==> src/rtl/lab1_imul_var_pkg.sv <==
// lab1_imul_var_pkg: state encoding and shared helpers for the
// variable-latency iterative multiplier (lab1_imul_int_mul_var).
// The request/response structs depend on NBITS and are therefore
// declared inside the top module, which owns that parameter.
package lab1_imul_var_pkg;

   // Default operand width used by the multiplier blocks.
   localparam int NBITS_DEFAULT = 32;

   // Control FSM encoding (plain constants so legacy code can compare raw values).
   typedef logic [1:0] state_t;
   localparam state_t IDLE = 2'd0;   // waiting for a request
   localparam state_t CALC = 2'd1;   // shift-add iterations in progress
   localparam state_t DONE = 2'd2;   // product valid, waiting for the sink

   // Iteration counter width: must hold NBITS itself, the value the
   // counter reaches after the last iteration, so it never wraps.
   function automatic int cnt_width(input int nbits);
      return $clog2(nbits + 1);
   endfunction

endpackage

==> src/rtl/lab1_imul_var_dpath.sv <==
// lab1_imul_var_dpath: datapath of the iterative shift-add multiplier.
// Holds the magnitude operands, the running product, the sign of the
// result and the iteration counter. The control FSM in the top drives
// load_en (capture a new request) and calc_en (one shift-add step).
module lab1_imul_var_dpath
   import lab1_imul_var_pkg::*;
#(
   parameter int NBITS = NBITS_DEFAULT
)(
   input  logic               clk,
   input  logic               reset,        // asynchronous, active-low
   input  logic               load_en,
   input  logic               calc_en,
   input  logic               req_signed,
   input  logic [NBITS-1:0]   req_a,
   input  logic [NBITS-1:0]   req_b,
   output logic               b_is_zero,
   output logic               cnt_last,
   output logic [2*NBITS-1:0] result
);

   localparam int CW = cnt_width(NBITS);

   logic [2*NBITS-1:0] a_reg;
   logic [2*NBITS-1:0] prod_reg;
   logic [NBITS-1:0]   b_reg;
   logic [CW-1:0]      cnt_reg;
   logic               neg_reg;

   logic               a_neg_in;
   logic               b_neg_in;
   logic [NBITS-1:0]   a_abs;
   logic [NBITS-1:0]   b_abs;
   logic [2*NBITS-1:0] addend;
   logic [2*NBITS-1:0] prod_sum;

   // Magnitudes are kept unsigned, so -2^(NBITS-1) maps to 2^(NBITS-1) exactly.
   assign a_neg_in = req_signed & req_a[NBITS-1];
   assign b_neg_in = req_signed & req_b[NBITS-1];
   assign a_abs    = a_neg_in ? -req_a : req_a;
   assign b_abs    = b_neg_in ? -req_b : req_b;

   // Add the shifted multiplicand only when the current multiplier bit is set.
   // The sum is 2*NBITS wide; the product of two NBITS magnitudes cannot overflow it.
   assign addend   = b_reg[0] ? a_reg : '0;
   assign prod_sum = prod_reg + addend;

   // Operand capture on accept, one shift-add step per enabled CALC cycle.
   // NOTE: state registers use non-blocking (<=) so every flop samples the
   // pre-edge values of the others; blocking here would create ordering races.
   always_ff @(posedge clk or negedge reset) begin
      if (!reset) begin
         a_reg    <= '0;
         b_reg    <= '0;
         prod_reg <= '0;
         cnt_reg  <= '0;
         neg_reg  <= 1'b0;
      end else if (load_en) begin
         a_reg    <= {{NBITS{1'b0}}, a_abs};
         b_reg    <= b_abs;
         prod_reg <= '0;
         cnt_reg  <= '0;
         neg_reg  <= a_neg_in ^ b_neg_in;
      end else if (calc_en) begin
         prod_reg <= prod_sum;
         a_reg    <= a_reg << 1;
         b_reg    <= b_reg >> 1;
         cnt_reg  <= cnt_reg + CW'(1);
      end
   end

   // Status back to the FSM: remaining multiplier bits, and last iteration.
   assign b_is_zero = (b_reg == '0);
   assign cnt_last  = (cnt_reg == CW'(NBITS - 1));

   // Sign is applied combinationally to the registered magnitude product.
   assign result = neg_reg ? -prod_reg : prod_reg;

endmodule

==> src/rtl/lab1_imul_int_mul_var.sv <==
// lab1_imul_int_mul_var: variable-latency iterative shift-add multiplier.
// Produces the full 2*NBITS-bit signed or unsigned product behind val/rdy
// request/response interfaces, one transaction in flight at a time.
// Optional build macro LAB1_IMUL_INT_MUL_VAR_EARLY_EXIT_EN: leave CALC as
// soon as the remaining multiplier bits are all zero (same results, fewer cycles).
module lab1_imul_int_mul_var
   import lab1_imul_var_pkg::*;
#(
   parameter int NBITS = 32
)(
   input  logic             clk,
   input  logic             reset,       // asynchronous, active-low
   input  logic             req_val,
   output logic             req_rdy,
   input  logic [NBITS-1:0] req_a,
   input  logic [NBITS-1:0] req_b,
   input  logic             req_signed,
   output logic             resp_val,
   input  logic             resp_rdy,
   output logic [NBITS-1:0] resp_lo,
   output logic [NBITS-1:0] resp_hi
);

   // Request and response bundles, sized by this instance's NBITS.
   typedef struct packed {
      logic             is_signed;
      logic [NBITS-1:0] a;
      logic [NBITS-1:0] b;
   } req_t;

   typedef struct packed {
      logic [NBITS-1:0] hi;
      logic [NBITS-1:0] lo;
   } resp_t;

   req_t   req;
   resp_t  resp;

   state_t state_reg;
   state_t state_next;

   logic   load_en;
   logic   calc_en;
   logic   b_is_zero;
   logic   cnt_last;
   logic   req_go;
   logic   resp_go;

   assign req = '{is_signed: req_signed, a: req_a, b: req_b};

   // Handshakes. req_rdy is also forced low while reset is held.
   assign req_rdy  = (state_reg == IDLE) && reset;
   assign resp_val = (state_reg == DONE);
   assign req_go   = req_val && req_rdy;
   assign resp_go  = resp_val && resp_rdy;

   assign load_en  = req_go;

`ifdef LAB1_IMUL_INT_MUL_VAR_EARLY_EXIT_EN
   // With early exit, a CALC cycle that finds no multiplier bits left does no update.
   assign calc_en  = (state_reg == CALC) && !b_is_zero;
`else
   logic unused_b_is_zero;
   assign unused_b_is_zero = b_is_zero;
   assign calc_en  = (state_reg == CALC);
`endif

   // State register for the IDLE/CALC/DONE controller.
   always_ff @(posedge clk or negedge reset) begin
      if (!reset) state_reg <= IDLE;
      else        state_reg <= state_next;
   end

   // Next-state logic.
   // NOTE: state_next is given a default before the case so every path
   // assigns it; a missing assignment would infer a latch.
   always_comb begin
      state_next = state_reg;
      case (state_reg)
         IDLE: if (req_go) state_next = CALC;
         CALC: begin
`ifdef LAB1_IMUL_INT_MUL_VAR_EARLY_EXIT_EN
            if (b_is_zero || cnt_last) state_next = DONE;
`else
            if (cnt_last) state_next = DONE;
`endif
         end
         DONE: if (resp_go) state_next = IDLE;
         default: state_next = IDLE;
      endcase
   end

   lab1_imul_var_dpath #(
      .NBITS (NBITS)
   ) dpath (
      .clk        (clk),
      .reset      (reset),
      .load_en    (load_en),
      .calc_en    (calc_en),
      .req_signed (req.is_signed),
      .req_a      (req.a),
      .req_b      (req.b),
      .b_is_zero  (b_is_zero),
      .cnt_last   (cnt_last),
      .result     (resp)
   );

   assign resp_lo = resp.lo;
   assign resp_hi = resp.hi;

endmodule

==> config.mk <==
export PLATFORM = sky130hd
export DESIGN_NAME = lab1_imul_int_mul_var
export DESIGN_NICKNAME = d
export VERILOG_FILES = /design/src/rtl/lab1_imul_var_pkg.sv /design/src/rtl/lab1_imul_var_dpath.sv /design/src/rtl/lab1_imul_int_mul_var.sv
export SDC_FILE = /design/constraint.sdc
export NUM_CORES = 1
export LEC_CHECK = 0
export CORE_UTILIZATION = 30
export CTS_CLUSTER_SIZE = 30
export DETAILED_ROUTE_END_ITERATION = 8
export PLACE_DENSITY_LB_ADDON = 0.12
export SLEW_MARGIN = 5
export SYNTH_ARGS = -nofsm -noshare
export SYNTH_HDL_FRONTEND = slang
export SYNTH_SLANG_ARGS = --single-unit
==> constraint.sdc <==
create_clock -name clk -period 6.7 [get_ports clk]
set_clock_uncertainty 0.15 [all_clocks]
set_input_delay 1.34 -clock clk [delete_from_list [all_inputs] [get_ports clk]]
set_output_delay 1.34 -clock clk [all_outputs]
set_load 0.05 [all_outputs]
==> metrics <==
Max Clk Rate=165 MHz; unrepaired setup endpoints after global routing=no; flops & latches, synth=169; Worst R2R Setup Slack=1.78 ns; Synth async-reset ratio=100%; TritonCTS clock tree=built; H-Tree Depth=4; Post-DRT Antenna Nets=0; Peak VDD IR=300 uV; Clock Sinks=169; status=complete, no violations; hold slack final=0.351 ns; worst-path fanout max=6; IO Port Bufs=134; WL final=42,200 um; Die W=214 um; Crit Reg-Reg Startpoint=dpath.b_reg[0]; WHS Path Cells=2; number of global-route vias before repair=12,200; crit path DAT=4.56 ns; Final Setup Violations=0; Setup TNS=0 ns; Net Sw Power=4440 uW; Buf/Inv on CP=2; CP cell instances=or4_4 > nor4_4 > nand3_1 > or3_1 > or2_1 > nor3_1 > buf_4 > nand2_1 > o41ai_1 > xnor2_1 > clkdlybuf4s50_1; syn nets=1,857; area delta synth->final=17.8%; Remaining Overflow, GRT=0; start point of the worst hold path=dpath.a_reg[35]; switching power share of the total=52.9%; maxcap violations=0; Synth Cell Area=13,400 um^2; Residual DRC=0; Final nets=1,922; Worst-path clk slew=0.07 ns; crit end category=output port; largest net degree at the start of global routing=91; fin crit period=6.05 ns; vias per cell=5.22; HP Class=reg2reg; Post-synth EDFFs=0; share of cells above drive strength 1=3.73%; Die Area=45,600 um^2; Hold Crit Endpoint=dpath.a_reg[36]; Cell Int Power=3950 uW; WL/cell=17.7 um; fin. max-slew vios=0; Clock Latency Late Sink=0.45 ns; clk buf depth=2; CTS Hold Bufs=0; final worst path period share=90.3%; CP required=5.21 ns; Crit Reg-Reg Endpoint=dpath.prod_reg[62]; core area=44,100 um^2; Root Driver=clkbuf_16; Seq/Total Area, Yosys=31.5%; post-CTS resize count=0; GP Congestion=0.898; Clock Power Share=11.6%; leak pwr=0.00637 uW; Std-Cell Rows=77; fillers=4,745; Syn. warnings=0; Worst slew margin=37.7%; IO Pins=135; synth unique cells=70; DR pass1 iterations=5; Final Hold Viols=0; Top FF cell, synth=dfrtp_1; total number of vias=12,500; CP Launch Type=flip-flop; CP Class=reg2out; GRT Total Usage=19.0%; first-pass GRT wire length=67,800 um; max incr delay on CP=0.81 ns; height of the die=214 um; Slew @ Worst Pin=0.934 ns; Avg Cell Area, Syn=7.80 um^2; power per cell area=531 nW/um^2; DRT iter0 DRCs=686; power share of the combinational group=63.9%; CP top delay family=simple AND/OR/NAND/NOR gates; Post-DP HPWL=31,600 um; TritonCTS Buffers=17; Reg2Reg Depth=13; initial antenna violation count=7; share of total power in sequential cells=24.6%; Slowest-stage cell, CP=clkdlybuf4s50_1; postcts setup bufs=0; Syn Inst Count=1,720; initial core utilization=30.4%
worst max path at each step:
stage	from	end	slack, ns	cells past startpoint
floorplan	dpath.prod_reg[6]	resp_hi[16]	1.98	10
global placement	dpath.prod_reg[6]	resp_hi[26]	1.12	11
detailed placement	dpath.prod_reg[6]	resp_hi[27]	1.08	11
CTS	dpath.prod_reg[6]	resp_hi[27]	0.58	11
global route	dpath.prod_reg[5]	resp_hi[27]	0.33	11
finish	dpath.prod_reg[5]	resp_hi[27]	0.65	11
power by group through the flow:
| stage | clock network [uW] | registers (uW) | logic (uW) |
|---|---|---|---|
| final | 969 | 2060 | 5360 |
| after global routing | 1040 | 2150 | 5860 |
| after CTS | 995 | 2070 | 5400 |
| after detailed placement | 0 | 2080 | 5390 |
| after global placement | 0 | 2060 | 5380 |
| after floorplan | 0 | 1870 | 3930 |
per-layer routing:
layer / part of all wire (%) / routed length, um / global-route usage, % / vias up
met3: 4.7 / 2000 / 3.37 / 52
li1: - / - / - / 6225
met2: 45 / 19100 / 30.6 / 274
met4: 2.0 / 829 / 5.57 / 12
met1: 48 / 20200 / 26.0 / 5916
met5: 0.16 / 67 / 0 / -
final cells by class:
class	count	area, um^2	area share [%]
Inverter	31	116	0.736
Multi-Input combinational cell	1417	8710	55.1
Antenna cell	1	2.50	0.0158
Tap cell	592	741	4.69
Clock buffer	21	450	2.85
Sequential cell	169	4230	26.8
Timing Repair Buffer	149	1460	9.21
Clock inverter	10	96.3	0.610
worst min-delay path: stages, from the launching register on:
cell and delay [ns]:
dfrtp_1 0.36, nand2_1 0.05, o21ai_0 0.06
synth_stat cells (21+ instances only):
library cell,instances,area share [%]
xor2_1,53,3.5
and2_1,74,3.4
xnor2_1,130,8.5
a21oi_1,115,4.3
inv_1,31,0.87
dfrtp_1,169,32
a21o_1,36,2.0
ha_1,67,6.2
nand3_1,43,1.6
clkbuf_1,90,2.5
o21ai_0,176,6.6
nand2_1,297,8.3
o31ai_1,28,1.6
a31oi_1,58,2.7
nand4_1,21,0.98
nor3_1,22,0.82
nor2_1,106,3.0
layout by cell type (no fill, tap or decap), drive strengths merged, types with 43 or more instances in the layout:
cell type / instances
dfrtp: 169
o21ai: 178
xnor2: 130
a31oi: 58
ha: 67
nand2: 297
xor2: 53
and2: 75
a21oi: 115
nand3: 43
clkdlybuf4s50: 133
nor2: 106
cell families after synthesis:
family          after synthesis  synth area share (%)
flops                       169                  31.5
buf+inv                     134                  3.79
mux                           2                 0.149
fa+ha+maj                    68                  6.40
simple gates                652                  22.8
compound gates              512                  23.4
xor+xnor                    183                  11.9
stage by stage:
| stage | instances | utilization, % | total power (uW) | cell area [um^2] | setup WS (ns) |
|---|---|---|---|---|---|
| after floorplan | 1720 | - | 5800 | 13400 | 1.98 |
| after global placement | 2358 | 34.6 | 7430 | 15300 | 1.12 |
| after detailed placement | 2358 | 34.6 | 7470 | 15300 | 1.08 |
| after CTS | 2389 | 35.8 | 8470 | 15800 | 0.576 |
| after global routing | 2389 | 35.8 | 9050 | 15800 | 0.328 |
| final | 2390 | 35.8 | 8390 | 15800 | 0.648 |
(Power assumes the default switching activity.)
